File: src/rtl/bit_index_encoder_pkg.sv
// Shared constants and state encoding for the bit index encoder.
//   N       : input vector width (fixed at 16)
//   W       : code width, clog2(N)
//   state_t : IDLE (accepting a vector) / EMIT (streaming indices)
package bit_index_encoder_pkg;

    localparam int N = 16;
    localparam int W = 4;

    typedef enum logic {
        IDLE = 1'b0,
        EMIT = 1'b1
    } state_t;

endpackage

File: src/rtl/bit_index_encoder_lsb.sv
// Combinational lowest-set-bit encoder.
// Ports:
//   in     [15:0] : vector to encode
//   idx    [3:0]  : index of the lowest set bit (0 when in == 0)
//   any           : at least one bit is set
//   onehot        : exactly one bit is set
module lsb_prio_enc16
    import bit_index_encoder_pkg::*;
(
    input  logic [N-1:0] in,
    output logic [W-1:0] idx,
    output logic         any,
    output logic         onehot
);

    always_comb begin
        idx = '0;
        // Scan from the top down so the lowest set bit is the last to win.
        for (int i = N - 1; i >= 0; i--) begin
            if (in[i]) begin
                idx = W'(i);
            end
        end
    end

    assign any = |in;
    // Clearing the lowest set bit leaves zero only when a single bit was set.
    assign onehot = any && ((in & (in - N'(1))) == '0);

endmodule

File: src/rtl/bit_index_encoder.sv
// Bit index encoder: accepts a 16-bit vector and streams the index of every
// set bit, lowest first, one per code handshake.
// Ports:
//   clk, rst_n          : clock (rising edge), async active-low reset
//   d_valid/d_ready/d   : vector input handshake; d_ready is high only in IDLE
//   code_valid/code_ready/code/code_last : index output handshake;
//                         code_last marks the final set bit of the vector
//   err_zero            : one-cycle pulse when an all-zero vector is accepted
// Handshakes: a transfer happens on a rising edge where valid and ready are
// both high; valid never depends combinationally on ready, and the payload
// is held stable while valid is high and ready is low.
module bit_index_encoder
    import bit_index_encoder_pkg::*;
(
    input  logic         clk,
    input  logic         rst_n,
    input  logic         d_valid,
    output logic         d_ready,
    input  logic [N-1:0] d,
    output logic         code_valid,
    input  logic         code_ready,
    output logic [W-1:0] code,
    output logic         code_last,
    output logic         err_zero
);

    state_t       state, state_next;
    logic [N-1:0] pend, pend_next;
    logic         err_next;

    logic [W-1:0] enc_idx;
    logic         enc_any;
    logic         enc_onehot;

    lsb_prio_enc16 u_enc (
        .in     (pend),
        .idx    (enc_idx),
        .any    (enc_any),
        .onehot (enc_onehot)
    );

    always_ff @(posedge clk or negedge rst_n) begin
        if (!rst_n) begin
            state    <= IDLE;
            pend     <= '0;
            err_zero <= 1'b0;
        end else begin
            state    <= state_next;
            pend     <= pend_next;
            err_zero <= err_next;
        end
    end

    always_comb begin
        state_next = state;
        pend_next  = pend;
        err_next   = 1'b0;
        unique case (state)
            IDLE: begin
                if (d_valid) begin
                    pend_next = d;
                    if (d != '0) begin
                        state_next = EMIT;
                    end else begin
                        err_next = 1'b1;
                    end
                end
            end
            EMIT: begin
                if (code_ready) begin
                    // pend & (pend - 1) drops exactly the lowest set bit.
                    pend_next = pend & (pend - N'(1));
                    if (enc_onehot) begin
                        state_next = IDLE;
                    end
                end
            end
            default: state_next = IDLE;
        endcase
    end

    // Outputs come straight from state and pend; pend is zero whenever
    // the block is idle, so code reads 0 outside EMIT.
    assign d_ready    = (state == IDLE);
    assign code_valid = (state == EMIT) && enc_any;
    assign code       = enc_idx;
    assign code_last  = (state == EMIT) && enc_onehot;

endmodule

File: config.mk
export PLATFORM = sky130hd
export DESIGN_NAME = bit_index_encoder
export DESIGN_NICKNAME = d
export VERILOG_FILES = /design/src/rtl/bit_index_encoder_pkg.sv /design/src/rtl/bit_index_encoder_lsb.sv /design/src/rtl/bit_index_encoder.sv
export SDC_FILE = /design/constraint.sdc
export NUM_CORES = 1
export LEC_CHECK = 0
export BUFFER_PORTS_ARGS = -buffer_cell sky130_fd_sc_hd__buf_2
export CAP_MARGIN = 25
export CORE_MARGIN = 8
export CORE_UTILIZATION = 55
export DETAILED_ROUTE_END_ITERATION = 8
export HOLD_SLACK_MARGIN = 0.05
export PLACE_DENSITY = 0.81
export SYNTH_ARGS = -nofsm -noshare
export SYNTH_HDL_FRONTEND = slang
export SYNTH_SLANG_ARGS = --single-unit
File: constraint.sdc
create_clock -name clk -period 4.26 [get_ports clk]
set_input_delay 0.852 -clock clk [delete_from_list [all_inputs] [get_ports clk]]
set_output_delay 0.852 -clock clk [all_outputs]
set_load 0.05 [all_outputs]
== Word-level counts from Yosys, hierarchy flattened ==
Cells that the tools add are included.
Word-level totals
  register bits after elaboration: 18
  latch bits: 0
  RAM bits: 0
  bits in read-only memories: 0
  output and inout port bits: 8
  logic and storage cells: 42
  memories: 0
Cells by class
  $add $sub $neg: 1
  multiply operators: 0
  div/mod/pow operators: 0
  $lt $le $gt $ge: 0
  eq/ne operators: 2
  shift-type cells: 0
  multiplexer cells: 27
  bitwise operators: 2
  reduce and logical (&&, ||, !) cells: 7
Operators with widths (count)
  two-way mux 4 bit: 16
  two-way mux 16 bit: 2
  case mux 16 bit (2 select lines): 1
  bitwise AND 16 bit: 1
  zero test 16 bit: 1
  nonzero test 16 bit: 1
  OR reduction 16 bit: 1
  subtractor 16 x 1 -> 16 bit, second input constant: 1
  two-way mux 1 bit: 7
  inequality test 2 bit, second input constant: 2
  logical AND 1 bit: 3
  case mux 1 bit (2 select lines): 1
  AND reduction 2 bit: 1
  NOT 1 bit: 1

== Logic depth before layout (Yosys ltp) ==
  depth in word-level cells: 16
  gate-level depth with buffers: 7

== Modules after synthesis ==
From an unflattened synthesis, not the netlist that was laid out.
Second synthesis, totals
  cells, all modules: 145
  area total of the unflattened synthesis: 1302.5 um2
Modules (own cells, without submodules)
  bit_index_encoder: instances 1, cells an instance 94, area each 974.7 um2, sequential area each 450.4 um2
  lsb_prio_enc16: instances 1, cells an instance 51, area each 327.8 um2, sequential area each 0.0 um2

== Worst setup path before layout ==
OpenSTA, ideal clock, no wires.
  path type: flip-flop to output port
  from: register pend[5]
  to: output port code_last
  arrival time: 2.168 ns
  required time: 3.408 ns
  path slack: 1.240 ns
  cell stages (with the launch flop): 7
  path buffers: 0
  path through: dfrtp_1 or2_4 nor3_4 nand3_4 o32a_1 a2111oi_4 and3_1
Between the ends
  cells in the longest elaborated chain, start to end: 5
RTL lines
  start: declaration: line bit_index_encoder.sv:28  | logic [N-1:0] pend, pend_next;
  start signal: assignment: line bit_index_encoder.sv:49  | pend <= pend_next;
  subtractor 16 x 1 -> 16 bit: line bit_index_encoder_lsb.sv:28  | assign onehot = any && ((in & (in - N'(1))) == '0);
  bitwise AND 16 bit: line bit_index_encoder_lsb.sv:28
  zero test 16 bit: line bit_index_encoder_lsb.sv:28
  logical AND 1 bit *: line bit_index_encoder_lsb.sv:28
  logical AND 1 bit *: line bit_index_encoder.sv:87  | assign code_last = (state == EMIT) && enc_onehot;
  end: declaration: line bit_index_encoder.sv:23  | output logic code_last,
Every way passes the cells marked *; elsewhere a longest branch is shown, timed or not.

== Worst setup path after layout ==
  from: register pend[2]
  to: output port code_last
The elaborated chain is that of the path after synthesis.

==> impl_metrics.env <==
export IMPL_status="finished clean"
export IMPL_cts_buffer_depth=2
export IMPL_crit_path_max_fanout=8
export IMPL_fmax_ghz=0.290
export IMPL_rr_startpoint="pend[2]"
export IMPL_cp_end_kind="output port"
export IMPL_ys_ff_latch=18
export IMPL_die_h_um=64.2
export IMPL_cts_tree="done"
export IMPL_rsz0062_at_grt="false"
export IMPL_netlist_area_sq_um=1280
export IMPL_post_route_period_util_pct=81.0
export IMPL_cp_arrival_ps=2600
export IMPL_clkTransAtPathRegs_ps=110
export IMPL_synth_net_count=173
export IMPL_ios=28
export IMPL_final_common_cell="buf_2"
export IMPL_first_pass_iters=4
export IMPL_wl_mm=3.77
export IMPL_required_ps=3410
export IMPL_synthToLayoutAreaGrowth_pct=14.3
export IMPL_fp_row_count=17
export IMPL_maxCapViolCount=0
export IMPL_setup_tns_ps=0
export IMPL_clock_sinks=18
export IMPL_synth_top_cell_area_share_pct=35.2
export IMPL_diodes=0
export IMPL_yosys_warnings=0
export IMPL_tightestPinTransition_ps=624
export IMPL_cts_root_buf="clkbuf_4"
export IMPL_grt_pass1_wl_mm=6.18
export IMPL_post_cts_setup_buffers=0
export IMPL_timing_critical_path_cells="nor4_4, nand3_4, o32a_1, a2111oi_4, and3_1, buf_2"
export IMPL_setup_worst_path_start_class="flip-flop"
export IMPL_wl_per_cell_um=18.4
export IMPL_ys_async_sr_fraction_pct=100
export IMPL_slowest_stage="nor4_4"
export IMPL_postSynthAreaPerCell_sq_um=8.36
export IMPL_multiInputGateArea_sq_um=778
export IMPL_portBuffers=27
export IMPL_htree_num_levels=1
export IMPL_grt_pass1_vias=1362
export IMPL_cpPeakStageDelay_ps=520
export IMPL_grt_use_total_pct=18.6
export IMPL_report_final_slew_viol_count=0
export IMPL_hpwl_mm=2.90
export IMPL_wl_met1_mm=1.56
export IMPL_ant_nets=0
export IMPL_synth_edf_count=0
export IMPL_register_area_sq_um=450
export IMPL_worstSetupPathType="flip-flop to output port"
export IMPL_period_needed_ps=3450
export IMPL_hold_worst_slack_ps=463
export IMPL_syn_inst=153
export IMPL_num_vias=1343
export IMPL_antenna_found_initial=0
export IMPL_postCtsResizedCells=0
export IMPL_grt_max_degree=23
export IMPL_cts_buffers=3
export IMPL_yosysUniqueCellTypes=38
export IMPL_setup_violations=0
export IMPL_ys_flop_type="dfrtp_1"
export IMPL_fin_nets=198
export IMPL_min_path_type="primary input to asynchronous set/reset pin"
export IMPL_nFillCells=215
export IMPL_core_area_sq_um=2210
export IMPL_topRoutingLayerUsed="met4"
export IMPL_gp_congestion=0.958
export IMPL_overflow=0
export IMPL_slew_limit_headroom_pct=58.4
export IMPL_seq_area_frac_synth_pct=35.2
export IMPL_most_common_layout_cells="27 x buf_2, 20 x o21ai_0, 18 x dfrtp_1"
export IMPL_die_w_um=64.2
export IMPL_layout_drive_gt1_share_pct=21.5
export IMPL_clkLatencyLatePin_ps=300
export IMPL_cp_startpoint="pend[2]"
export IMPL_cts_hold_buf=0
export IMPL_drt_iter0_drc=100
export IMPL_synth_top_area_cell="dfrtp_1"
export IMPL_synthTopCellsByArea="dfrtp_1 35%, o21ai_0 7.8%, a22o_1 6.2%"
export IMPL_met3RoutedLength_um=221
export IMPL_avgViaCountPerCell=6.55
export IMPL_initial_core_util_pct=57.8
export IMPL_die_area_sq_um=4120
export IMPL_drc=0
export IMPL_final_hold_viol_count=0
export IMPL_fin_skew_ps=5.11
export IMPL_dr_wl_met2_mm=1.83
kinds of logic (layout without fill, tap and decap cells):
group | after synthesis | after routing | synth area share (%)
flip-flops | 18 | 18 | 35.2
multiplexers | 1 | 1 | 0.783
buffers and inverters | 13 | 37 | 3.91
AND/OR/NAND/NOR | 61 | 61 | 26.7
adder cells (fa/ha/maj) | 1 | 1 | 0.783
AO/OA/AOI/OAI | 59 | 59 | 32.6
synth_stat cells, drive strengths merged, types with 4 or more instances:
cell type	n
nand3	5
nor2	15
nor3	4
inv	5
o21ai	20
a21o	4
a22o	9
clkbuf	7
nand2	16
dfrtp	18
nor4	11
a21oi	8
routing by layer:
| layer | track usage [%] | vias to the layer above |
|---|---|---|
| li1 | - | 630 |
| met1 | 21.3 | 637 |
| met2 | 32.0 | 60 |
| met3 | 3.14 | 16 |
| met4 | 10.6 | 0 |
| met5 | 0 | - |
final timing paths:
check | endpoint | slack, ps | cells after the start
max | code_last | 810 | 6
min | pend[14] | 460 | 1
max reg2reg | state | 2120 | 5
min reg2reg | pend[11] | 630 | 2
max in group asynchronous | state | 3490 | 1
min in group clk | pend[11] | 630 | 2
per-stage QoR:
step	cells	area (sq um)	util, %	setup slack, ps
2_1_floorplan	153	1280	-	1240
3_3_place_gp	201	1430	64.4	1200
3_5_place_dp	201	1430	64.4	1150
4_1_cts	205	1460	66.1	803
5_1_grt	205	1460	66.1	686
6_report	205	1460	66.1	809
worst max-delay path: cells and delay by family, from the launching register on:
family          cells  cell delay [ps]
flops               1              490
simple gates        3              860
compound gates      2              670
buf+inv             1              260
final cells by class:
type	instances	share of cell area (%)
repair buffers	28	9.76
multi-input cells	122	53.3
inverters	5	1.28
clock buffers	4	2.48
flip-flops and latches	18	30.8
well taps	28	2.40
state kept, by name (all words and copies together) (netlist names):
| register | flops |
|---|---|
| err_zero | 1 |
| pend | 16 |
| state | 1 |
Power is left out: the tool's default activity adds up to more than one toggle a clock period on the data nets, which glitch-free logic cannot reach.
